`src/rtl/qsys_serial_pkg.sv`:
```
// Shared types and constants for the serial Avalon client: frame layout, timeout limit, FSM states.
package qsys_serial_pkg;

   localparam int FRAME_W     = 65;
   localparam int ADDR_W      = 8;
   localparam int DATA_W      = 32;
   localparam int TIMEOUT_MAX = 255;
   localparam logic [DATA_W-1:0] ERR_DATA = 32'hDEADBEEF;

   typedef enum logic [2:0] {
      IDLE     = 3'd0,
      SHIFT    = 3'd1,
      WAIT_RDY = 3'd2,
      RECV     = 3'd3,
      DONE     = 3'd4
   } state_t;

   // bit64 = write flag, bits63:32 = zero-extended address, bits31:0 = data (0 for reads)
   function automatic logic [FRAME_W-1:0] build_frame(input logic              wr,
                                                      input logic [ADDR_W-1:0] addr,
                                                      input logic [DATA_W-1:0] wdata);
      build_frame = {wr, {(DATA_W-ADDR_W){1'b0}}, addr, wr ? wdata : {DATA_W{1'b0}}};
   endfunction

endpackage

```
`src/rtl/qsys_serial_shifter.sv`:
```
// MSB-first shift register with parallel load; serves both the outgoing frame and the return word.
module qsys_serial_shifter
   import qsys_serial_pkg::*;
#(
   parameter int W = DATA_W
) (
   input  logic         clk,
   input  logic         reset_n,
   input  logic         load,
   input  logic [W-1:0] load_data,
   input  logic         shift_en,
   input  logic         sin,
   output logic         sout,
   output logic [W-1:0] data
);

   always_ff @(posedge clk or negedge reset_n) begin
      if (!reset_n) begin
         data <= '0;
      end else if (load) begin
         data <= load_data;
      end else if (shift_en) begin
         data <= {data[W-2:0], sin};
      end
   end

   assign sout = data[W-1];

endmodule

```
`src/rtl/qsys_serial_client.sv`:
```
// Avalon slave that forwards each access as a 65-bit serial frame and collects a 32-bit reply.
// Optional build macro SERIAL_TIMEOUT_EN adds a reply timeout and the sticky error output.
module qsys_serial_client
   import qsys_serial_pkg::*;
(
   input  logic              clk,
   input  logic              reset_n,
   input  logic [ADDR_W-1:0] avs_S1_address,
   input  logic              avs_S1_read,
   input  logic              avs_S1_write,
   input  logic [DATA_W-1:0] avs_S1_writedata,
   output logic [DATA_W-1:0] avs_S1_readdata,
   output logic              avs_S1_waitrequest,
   output logic              sle,
   output logic              sdo,
   input  logic              sdi,
   input  logic              srdy,
`ifdef SERIAL_TIMEOUT_EN
   output logic              error,
`endif
   output state_t            state_dbg
);

   // Handshake: a request (read or write) is held by the master while waitrequest is high;
   // it completes in the single cycle where the request is high and waitrequest is low (DONE).
   // On the host side each cycle with srdy high carries exactly one valid return bit on sdi.

   state_t              state, next_state;
   logic [6:0]          shift_cnt;
   logic [4:0]          bit_cnt;
   logic                is_wr_q;
   logic [DATA_W-1:0]   readdata_q;
   logic                frame_sout;
   logic [FRAME_W-1:0]  frame_par_unused;
   logic [DATA_W-1:0]   ret_data;
   logic                ret_sout_unused;
   logic                req, accept, in_wait, capture, last_bit, timeout_hit;

   assign req      = avs_S1_read | avs_S1_write;
   assign accept   = (state == IDLE) && req;
   assign in_wait  = (state == WAIT_RDY) || (state == RECV);
   assign capture  = in_wait && srdy;
   assign last_bit = (state == RECV) && srdy && (bit_cnt == 5'd31);

   qsys_serial_shifter #(.W(FRAME_W)) u_frame (
      .clk       (clk),
      .reset_n   (reset_n),
      .load      (accept),
      .load_data (build_frame(avs_S1_write, avs_S1_address, avs_S1_writedata)),
      .shift_en  ((state == SHIFT) && (shift_cnt != 7'd0)),
      .sin       (1'b0),
      .sout      (frame_sout),
      .data      (frame_par_unused)
   );

   qsys_serial_shifter #(.W(DATA_W)) u_ret (
      .clk       (clk),
      .reset_n   (reset_n),
      .load      (accept),
      .load_data ({DATA_W{1'b0}}),
      .shift_en  (capture),
      .sin       (sdi),
      .sout      (ret_sout_unused),
      .data      (ret_data)
   );

   always_ff @(posedge clk or negedge reset_n) begin
      if (!reset_n) begin
         state <= IDLE;
      end else begin
         state <= next_state;
      end
   end

   always_comb begin
      next_state = state;
      unique case (state)
         IDLE:     if (req) next_state = SHIFT;
         SHIFT:    if (shift_cnt == 7'(FRAME_W)) next_state = WAIT_RDY;
         WAIT_RDY: begin
            if (srdy) next_state = RECV;
            else if (timeout_hit) next_state = DONE;
         end
         RECV:     if (last_bit || timeout_hit) next_state = DONE;
         DONE:     next_state = IDLE;
         default:  next_state = IDLE;
      endcase
   end

   // C0 is a lead-in cycle with sdo low; C65 drops sle while sdo still carries frame bit 0
   always_comb begin
      sle                = 1'b0;
      sdo                = 1'b0;
      avs_S1_waitrequest = req && (state != DONE);
      if (state == SHIFT) begin
         sle = (shift_cnt != 7'(FRAME_W));
         sdo = (shift_cnt != 7'd0) ? frame_sout : 1'b0;
      end
   end

   always_ff @(posedge clk or negedge reset_n) begin
      if (!reset_n) begin
         shift_cnt  <= '0;
         bit_cnt    <= '0;
         is_wr_q    <= 1'b0;
         readdata_q <= '0;
      end else begin
         if (accept) begin
            shift_cnt <= '0;
            bit_cnt   <= '0;
            is_wr_q   <= avs_S1_write;
         end else begin
            if (state == SHIFT) shift_cnt <= shift_cnt + 7'd1;
            if (capture)        bit_cnt   <= bit_cnt + 5'd1;
         end
         if (timeout_hit) begin
            readdata_q <= ERR_DATA;
         end else if (last_bit && !is_wr_q) begin
            readdata_q <= {ret_data[DATA_W-2:0], sdi};
         end
      end
   end

`ifdef SERIAL_TIMEOUT_EN
   logic [7:0] to_cnt;
   logic       error_q;

   // The counter reaches TIMEOUT_MAX on the same edge that moves the FSM to DONE
   assign timeout_hit = in_wait && !srdy && (to_cnt == 8'(TIMEOUT_MAX - 1));

   always_ff @(posedge clk or negedge reset_n) begin
      if (!reset_n) begin
         to_cnt  <= '0;
         error_q <= 1'b0;
      end else begin
         if (!in_wait || srdy) to_cnt <= '0;
         else                  to_cnt <= to_cnt + 8'd1;
         if (accept)           error_q <= 1'b0;
         else if (timeout_hit) error_q <= 1'b1;
      end
   end

   assign error = error_q;
`else
   assign timeout_hit = 1'b0;
`endif

   assign avs_S1_readdata = readdata_q;
   assign state_dbg       = state;

endmodule
```
`config.mk`:
```
export PLATFORM = sky130hd
export DESIGN_NAME = qsys_serial_client
export DESIGN_NICKNAME = d
export VERILOG_FILES = /design/src/rtl/qsys_serial_pkg.sv /design/src/rtl/qsys_serial_shifter.sv /design/src/rtl/qsys_serial_client.sv
export SDC_FILE = /design/constraint.sdc
export NUM_CORES = 1
export LEC_CHECK = 0
export CORE_ASPECT_RATIO = 1.1
export CORE_MARGIN = 1.5
export CORE_UTILIZATION = 40
export DETAILED_ROUTE_END_ITERATION = 6
export GPL_TIMING_DRIVEN = 0
export PLACE_DENSITY = 0.59
export SLEW_MARGIN = 0
export SYNTH_ARGS = -nofsm -noshare
export SYNTH_HDL_FRONTEND = slang
export SYNTH_SLANG_ARGS = --single-unit
```
`constraint.sdc`:
```
create_clock -name clk -period 4.49 [get_ports clk]
set_clock_uncertainty 0.15 [all_clocks]
set_input_delay 1.1225 -clock clk [delete_from_list [all_inputs] [get_ports clk]]
set_output_delay 1.1225 -clock clk [all_outputs]
set_load 0.02 [all_outputs]
```
==> impl_metrics.toml <==
[status]
outcome = "complete, no violations"

[die]
core_sq_mm = 0.0157
rows = 48
start_util_pct = 40.9
die_area_sq_mm = 0.0168
die_x_microns = 124
fp.dieH_microns = 136
ioPinCount = 84

[sta]
setup_slack_ns = 0.397
period_minus_slack_ns = 4.09
max_freq_ghz = 0.244
maxSlewHeadroom_pct = 48.3
setup_violations = 0
final-max-slew-violation-count = 0
rsz0062_at_grt = "false"
hold_violations = 0
tightest_slew_ns = 0.770
fin_crit_sh_pct = 91.2
setup_tns_ns = 0

[setup_path]
crit_top_cell = "buf_2"
end_kind = "output pin"
r2r-end = "avs_S1_readdata[4]"
reg2reg_depth = 9
crit_path_max_incr_delay_ns = 0.60
worst-path-stages = 7
critPathLaunch = "state_dbg[0]"
critPathSlowestCell = "clkdlybuf4s50_1"
crit_type = "flop to output pin"
worstSetupStartpointType = "flop"
crit_family = "buffers and inverters"
ff2ff_setup_slack_ns = 2.03
critPathArrivalTime_ns = 2.82
critPathRequiredTime_ns = 3.22
r2r_start = "bit_cnt[0]"
path_cells = "buf_2 > nor3b_2 > o21a_1 > buf_4 > buf_2 > and2_1 > clkdlybuf4s50_1"
crit_path_end = "sdo"
critPathBufInv = 4
cp_max_fo = 10

[drt]
wl_per_cell_microns = 15.0
vias = 4872
firstDrtPassIters = 6
ant_nets = 0
vias_per_cell = 5.13
drc = 0
dr.first_iter.drc_count = 265
routed_wirelength_mm = 14.3

[grt]
antenna_found_initial = 0
grt_max_degree = 76
grt_overflow_total = 0
grt_pass1_vias = 4960
grt.total_usage_pct = 18.5
grt_pass1_wl_mm = 24.3

[clocking]
cts_buffer_depth = 2
cts_max_level = 4
cts.sinks = 144
cts_resized = 0
insertion_delay_ns = 0.43
worst_setup_hold_path_clk_slew_ns = 0.06
postCtsHoldBufs = 0
cts_setup_buffers = 0
root_buffer = "clkbuf_16"
cts_tree = "built"
cts_inserted_buffers = 17

[placed_design]
dp_hpwl_mm = 9.68
dpl-instance-area_sq_mm = 0.00752
pre_cts_slack_ns = 0.538
port_buffers = 83
place.gp.congestion = 0.807

[finish]
layout_common_cells = "dfrtp_1, nand2_1, clkdlybuf4s50_1, a21oi_1, nor2_1"
diodes = 0
area_growth_pct = 27.5
nFillCells = 1406
fin_area_sq_mm = 0.00817
nNetsFinal = 788
layout_commonest_cell = "dfrtp_1"
drive_gt1_share_pct = 17.2
fin_util_pct = 52.1

[yosys]
synth_cells = 634
syn_nets = 685
synth-xor-area-share_pct = 1.09
muxShareOfSynthArea_pct = 5.62
synth_top_family_by_area = "simple AND/OR/NAND/NOR gates"
synth_compound_area_share_pct = 13.2
ys_warn_count = 0
yosysSeqAreaShare_pct = 56.2
synthSimpleGateAreaFrac_pct = 18.1
syn_area_per_cell_sq_um = 10.1
ys_ff_latch = 144
synth_area_sq_mm = 0.00641
synth_fa_ha_area_share_pct = 0.976
synth_cell_type_count = 37

[run]
cap_violations = 0

[pwr]
power_frac_comb_pct = 25.4
max-vdd-ir-drop_mv = 0.296
power_density_mw_per_mm2 = 584
seq_power_share_pct = 42.1
p_leak_nw = 3.48
sw_frac_of_total_pct = 31.3
switching_power_mw = 1.49
internal-power_mw = 3.28
p_clk_share_pct = 32.5
total_power_mw = 4.77

[min_path]
hold_class = "flop to flop"
==> power groups by stage <==
stage | combinational (mW) | clock, mW | sequential (mW)
2_1_floorplan | 0.930 | 0 | 1.95
3_3_place_gp | 1.17 | 0 | 2.01
3_5_place_dp | 1.22 | 0 | 2.02
4_1_cts | 1.23 | 1.58 | 2.01
5_1_grt | 1.37 | 1.64 | 2.06
6_report | 1.21 | 1.55 | 2.01
==> cells by family after synthesis <==
logic type,after synthesis
flip-flops,144
AO/OA/AOI/OAI,135
AND/OR/NAND/NOR,254
buffers and inverters,56
multiplexers,32
XOR/XNOR,8
adder cells (fa/ha/maj),5
==> cell type report <==
cell class,count,area [sq um],share of cell area [%]
plain buffers,50,283,3.46
flip-flops and latches,144,3600,44.1
repair buffers,84,860,10.5
multi-input cells,434,2500,30.6
inverters,6,22.5,0.276
clock buffers,18,439,5.37
clock inverters,14,213,2.60
well taps,200,250,3.06
==> sequential cells by signal, indices dropped and copies added, names as in the netlist <==
| signal | flops |
|---|---|
| is_wr_q | 1 |
| u_frame.data | 65 |
| state_dbg | 3 |
| bit_cnt | 5 |
| avs_S1_readdata | 32 |
| shift_cnt | 7 |
| u_ret.data | 31 |
==> stage by stage <==
| step | hold WS [ns] | instances |
|---|---|---|
| 5_1_grt | 0.349 | 950 |
| 2_1_floorplan | 0.299 | 634 |
| 3_3_place_gp | 0.314 | 917 |
| 4_1_cts | 0.336 | 950 |
| 3_5_place_dp | 0.320 | 918 |
| 6_report | 0.336 | 950 |
==> tightest hold or removal path, delay by kind of cell, from the launching register on <==
family	cells	cell delay (ns)
and+or+nand+nor	2	0.11
DFF	1	0.34
==> Yosys cell counts <==
cell type	n	area, sq um
mux2_2	30	338
mux2_1	2	22.5
and3_1	1	6.26
a211oi_2	17	213
buf_2	12	60.1
nor3b_1	1	7.51
a21oi_1	64	320
clkbuf_1	22	82.6
nor3_1	18	90.1
buf_6	6	67.6
inv_1	6	22.5
and3b_1	1	8.76
or3b_2	1	8.76
nand2b_1	1	6.26
o21a_1	1	7.51
and2_1	2	12.5
nor3b_2	1	12.5
or3_1	1	6.26
nor2_1	46	173
o31ai_1	1	7.51
buf_4	9	67.6
xor2_1	5	43.8
clkbuf_2	1	5.00
nor2b_1	1	6.26
a211oi_1	15	113
nor4_1	1	6.26
a31oi_1	2	12.5
o21ai_0	33	165
nor3_2	17	170
or4_4	1	11.3
dfrtp_1	144	3600
xnor2_1	3	26.3
o21ai_1	2	10.0
nand2_1	140	526
nand4_1	3	18.8
ha_1	5	62.6
nand3_1	18	90.1
==> per-layer routing <==
layer  share of wire, %  global-route usage (%)  vias to the layer above
met5                  0                       0                        -
met3                4.5                    5.01                       10
met2                 49                    30.0                      105
li1                   -                       -                     2354
met4                1.0                    6.13                        0
met1                 45                    24.0                     2403
==> how the worst min path moves through the flow <==
stage / start / endpoint / slack (ns) / depth (start not counted)
floorplan: u_frame.data[32] / u_frame.data[33] / 0.30 / 2
global placement: u_frame.data[32] / u_frame.data[33] / 0.31 / 2
detailed placement: u_frame.data[35] / u_frame.data[36] / 0.32 / 2
CTS: u_frame.data[32] / u_frame.data[33] / 0.34 / 2
global route: u_frame.data[32] / u_frame.data[33] / 0.35 / 2
finish: u_frame.data[32] / u_frame.data[33] / 0.34 / 2
(Power assumes the default switching activity.)
